$ cat src/rtl/dispatch_queue.sv
// rtl/dispatch_queue.sv - in-order uop buffer steering the head uop to one of four reservation stations
// uop layout: {rd[55:51], rs1[50:46], rs2[45:41], imm[40:9], srcB[8], alu_ctrl[7:4], rs_mask[3:0]}
module dispatch_queue #(
  parameter int DEPTH = 8,
  localparam int PTR_W = $clog2(DEPTH),
  localparam int UOP_W = 56
) (
  input  logic             clk,
  input  logic             rst,
  input  logic             flush,
  input  logic             in_valid,
  input  logic [UOP_W-1:0] in_uop,
  output logic             in_ready,
  input  logic [3:0]       rs_ready,
  output logic [3:0]       rs_valid,
  output logic [UOP_W-1:0] rs_uop,
  output logic [PTR_W:0]   occupancy,
  output logic             drop_err
);

  localparam logic [PTR_W:0] FULL_CNT = (PTR_W + 1)'(DEPTH);
  localparam logic [PTR_W:0] ZERO_CNT = '0;

  logic [UOP_W-1:0] mem_q [DEPTH];
  logic [PTR_W-1:0] wp_q, wp_d;
  logic [PTR_W-1:0] rp_q, rp_d;
  logic [PTR_W:0]   cnt_q, cnt_d;
  logic             drop_err_q, drop_err_d;

  logic       not_empty;
  logic [3:0] head_mask;
  logic [3:0] sel;
  logic [3:0] grant;
  logic       enq;
  logic       dispatch_fire;
  logic       drop;
  logic       deq;

  assign rs_uop    = mem_q[rp_q];
  assign head_mask = rs_uop[3:0];
  assign not_empty = (cnt_q != ZERO_CNT);
  assign in_ready  = (cnt_q != FULL_CNT) && !flush;
  assign enq       = in_valid && in_ready;
  assign sel       = head_mask & rs_ready;

  // Highest-numbered ready RS wins when a uop can go to more than one.
  always_comb begin
    grant = 4'b0000;
    if (sel[3])      grant = 4'b1000;
    else if (sel[2]) grant = 4'b0100;
    else if (sel[1]) grant = 4'b0010;
    else if (sel[0]) grant = 4'b0001;
  end

  assign rs_valid      = (not_empty && (head_mask != 4'b0000) && !flush) ? grant : 4'b0000;
  assign dispatch_fire = |(rs_valid & rs_ready);
  assign drop          = not_empty && (head_mask == 4'b0000) && !flush;
  assign deq           = dispatch_fire || drop;

  always_comb begin
    wp_d       = wp_q;
    rp_d       = rp_q;
    cnt_d      = cnt_q;
    drop_err_d = drop;
    if (flush) begin
      wp_d  = '0;
      rp_d  = '0;
      cnt_d = '0;
    end else begin
      if (enq) wp_d = wp_q + 1'b1;
      if (deq) rp_d = rp_q + 1'b1;
      case ({enq, deq})
        2'b10:   cnt_d = cnt_q + 1'b1;
        2'b01:   cnt_d = cnt_q - 1'b1;
        default: cnt_d = cnt_q;
      endcase
    end
  end

  always_ff @(posedge clk) begin
    if (rst) begin
      wp_q       <= '0;
      rp_q       <= '0;
      cnt_q      <= '0;
      drop_err_q <= 1'b0;
    end else begin
      wp_q       <= wp_d;
      rp_q       <= rp_d;
      cnt_q      <= cnt_d;
      drop_err_q <= drop_err_d;
    end
  end

  // Storage is not reset; only pointers and count define valid contents.
  always_ff @(posedge clk) begin
    if (enq && !rst) mem_q[wp_q] <= in_uop;
  end

  assign occupancy = cnt_q;
  assign drop_err  = drop_err_q;

endmodule

$ cat config.mk
export PLATFORM = sky130hd
export DESIGN_NAME = dispatch_queue
export DESIGN_NICKNAME = d
export VERILOG_FILES = /design/src/rtl/dispatch_queue.sv
export SDC_FILE = /design/constraint.sdc
export NUM_CORES = 1
export LEC_CHECK = 0
export CORE_ASPECT_RATIO = 0.75
export CORE_MARGIN = 3
export CORE_UTILIZATION = 35
export CTS_CLUSTER_DIAMETER = 120
export DETAILED_ROUTE_END_ITERATION = 16
export DONT_BUFFER_PORTS = 1
export PLACE_DENSITY = 0.6
export REMOVE_ABC_BUFFERS = 1
export SLEW_MARGIN = 20
export SYNTH_ARGS = -nofsm -noshare
export SYNTH_HDL_FRONTEND = slang
export SYNTH_SLANG_ARGS = --single-unit
$ cat constraint.sdc
create_clock -name clk -period 11.5 [get_ports clk]
set_clock_uncertainty 0.2 [all_clocks]
set_input_delay 1.725 -clock clk [delete_from_list [all_inputs] [get_ports clk]]
set_output_delay 1.725 -clock clk [all_outputs]
set_load 0.05 [all_outputs]
==> results.py <==
metrics = {
    "clocking": {
        "htree_num_levels": 2,
        "postCtsResizedCells": 0,
        "cts_tree": "yes",
        "cts_buffers": 46,
        "cts-hold-fix-buffers": 0,
        "path_clk_slew_ps": 60,
        "clk_latency_ps": 560,
        "root_buffer": "clkbuf_16",
        "postCtsSetupRepairBufs": 0,
        "cts.sinks": 462,
        "clockBufferDepth": 3,
    },
    "global_routing": {
        "grt_max_degree": 62,
        "grt_pass1_vias": 8034,
        "antenna_found_initial": 0,
        "track_usage_pct": 13.5,
        "overflow": 0,
        "grt_pass1_wl_um": 53400,
    },
    "timing": {
        "finalSetupTns_ps": 0,
        "maxSlewViolCount": 0,
        "fin_crit_ps": 6400,
        "timing.final.crit_share_pct": 55.7,
        "hold-worst-slack_ps": 287,
        "hold_viol_final": 0,
        "max_slew.worst_pin.slew_ps": 1080,
        "setup_viol": 0,
        "rsz0062_at_grt": "no",
        "slew_headroom_pct": 27.9,
        "max_freq_mhz": 156,
    },
    "routing": {
        "drc": 0,
        "routed_wl_um": 35500,
        "final_antenna_net_count": 0,
        "vias_per_cell": 5.13,
        "vias": 7524,
        "first_pass_iters": 6,
        "drt_iter0_markers": 458,
        "wl_per_cell_um": 24.2,
    },
    "synthesis": {
        "syn_inst": 759,
        "syn_avg_cell_area_um2": 23.2,
        "synth_cell_types": 39,
        "synth_edf_count": 448,
        "yosysWarnings": 0,
        "syn-cell-area_um2": 17600,
        "ys_ff_latch": 462,
        "synth_flop_cell": "edfxtp_1",
        "synth-seq-area-share_pct": 78.1,
        "synthArstFlopShare_pct": 0,
    },
    "setup_path": {
        "crit_type": "reg2out",
        "crit_path_end_kind": "primary output",
        "reg2reg_slack_ps": 6570,
        "critPathMaxFanout": 47,
        "required_ps": 9580,
        "arrival_ps": 4480,
        "reg2reg_depth": 13,
        "r2r-end": "occupancy[3]$_SDFFE_PP0P_",
        "startpoint_type": "register",
    },
    "power": {
        "pwr-share-comb_pct": 1.9,
        "power.share.sequential_pct": 56.3,
        "ir_drop_mv": 0.103,
        "p_clk_share_pct": 41.8,
        "intPower_w": 0.00265,
        "p_leak_nw": 5.86,
        "p_switching_w": 0.000650,
        "powerDensity_nw_per_um2": 167,
        "p_sw_share_pct": 19.7,
    },
    "layout": {
        "layout.cells.non_filler": 1466,
        "drive_gt1_share_pct": 31.2,
        "diodes": 0,
        "utilization_pct": 40.3,
        "area_growth_pct": 12.6,
        "mostFrequentLayoutCells": "edfxtp_1 (448), mux4_2 (108), mux2_2 (54)",
        "final_net_count": 857,
        "layout.cells.most_common": "edfxtp_1",
        "final_area_um2": 19800,
        "num-fill-cells": 4339,
    },
    "floorplanning": {
        "dieArea_um2": 53000,
        "start_util_pct": 35.7,
        "io_pins": 130,
        "design.core.area_um2": 49200,
        "fp-row-count": 70,
        "die_h_um": 200,
        "die_w_um": 265,
    },
    "flow_run": {
        "maxCapViolCount": 0,
    },
    "place": {
        "port_buffers": 0,
        "dp_cells": 1386,
        "place_congestion": 0.716,
        "dp_hpwl_um": 18300,
        "place_area_um2": 18400,
    },
    "min_path": {
        "whs_path_depth": 2,
        "hp-start": "rp_q[1]$_SDFFE_PP0N_",
        "min_path_type": "reg2reg",
    },
    "run_status": {
        "outcome": "complete, no violations",
    },
}
[cells in the mapped netlist, drive strengths merged, types with 2 or more instances]
cell / n / area (um^2)
nand2: 16 / 60.1
clkbuf: 20 / 76.3
or3: 3 / 18.8
inv: 6 / 22.5
xnor2: 2 / 17.5
mux2i: 12 / 124
nand3: 4 / 20.0
ha: 5 / 62.6
edfxtp: 448 / 13500
a21o: 2 / 15.0
mux4: 108 / 2430
dfxtp: 14 / 280
buf: 14 / 73.8
and2: 2 / 12.5
a22oi: 2 / 15.0
nor2b: 2 / 12.5
a21oi: 9 / 56.3
nor3: 5 / 25.0
mux2: 55 / 623
xor2: 3 / 26.3
nor2: 16 / 60.1
[power groups by stage]
stage	Sequential [W]	Combinational, W	Clock, W
floorplan	0.00190	0.0000546	0
global placement	0.00189	0.0000651	0
detailed placement	0.00189	0.0000654	0
CTS	0.00186	0.0000656	0.00143
global route	0.00186	0.0000680	0.00149
finish	0.00186	0.0000640	0.00138
[state kept, by name (all words and copies together), names as in the netlist, named ones only]
name and flops:
mem_q 448, occupancy 4, rp_q 3, wp_q 3, drop_err 1
[kinds of logic after synthesis]
group                    after synthesis  share of synthesized area, %
buffers and inverters                 40                         0.981
flip-flops                           462                          78.1
AO/OA/AOI/OAI                         16                         0.683
XOR/XNOR                               5                         0.249
AND/OR/NAND/NOR                       55                          1.48
adder cells (fa/ha/maj)                6                         0.469
multiplexers                         175                          18.1
[how the worst max path moves through the flow]
stage | from | endpoint | cells past startpoint
CTS | register | rs_valid[0] | 7
finish | register | rs_valid[0] | 7
global placement | register | rs_valid[0] | 7
floorplan | flush | mem_q[0][0]$_DFFE_PP_ | 4
global route | register | rs_valid[0] | 7
detailed placement | register | rs_valid[0] | 7
[critical path, cell delays in order, from the launching register on]
cell and delay, ps:
dfxtp_4 980, buf_4 900, mux2_2 300, a2bb2oi_1 390, a211oi_4 120, mux2i_2 280, nand3_1 170, nor3b_2 740
[final cells by class]
type / instances / area [um^2] / share of cell area (%)
Clock buffer: 54 / 1180 / 5.96
Timing Repair Buffer: 14 / 125 / 0.632
Tap cell: 648 / 811 / 4.09
Inverter: 6 / 22.5 / 0.114
Clock inverter: 25 / 188 / 0.947
Multi-Input combinational cell: 257 / 3740 / 18.9
Sequential cell: 462 / 13700 / 69.4
[per-stage QoR]
step / setup WS [ps] / total power [W]
4_1_cts: 4930 / 0.00335
2_1_floorplan: 1920 / 0.00195
3_5_place_dp: 5570 / 0.00196
6_report: 5100 / 0.00330
3_3_place_gp: 5610 / 0.00196
5_1_grt: 4680 / 0.00342
[per-layer routing]
metal	vias to the layer above	track usage, %	part of all wire (%)
met5	-	0	0
met4	0	3.70	1.7
met3	43	4.91	7.7
met2	139	21.1	47
met1	4099	18.0	44
li1	3243	-	-
(Power assumes the default switching activity.)
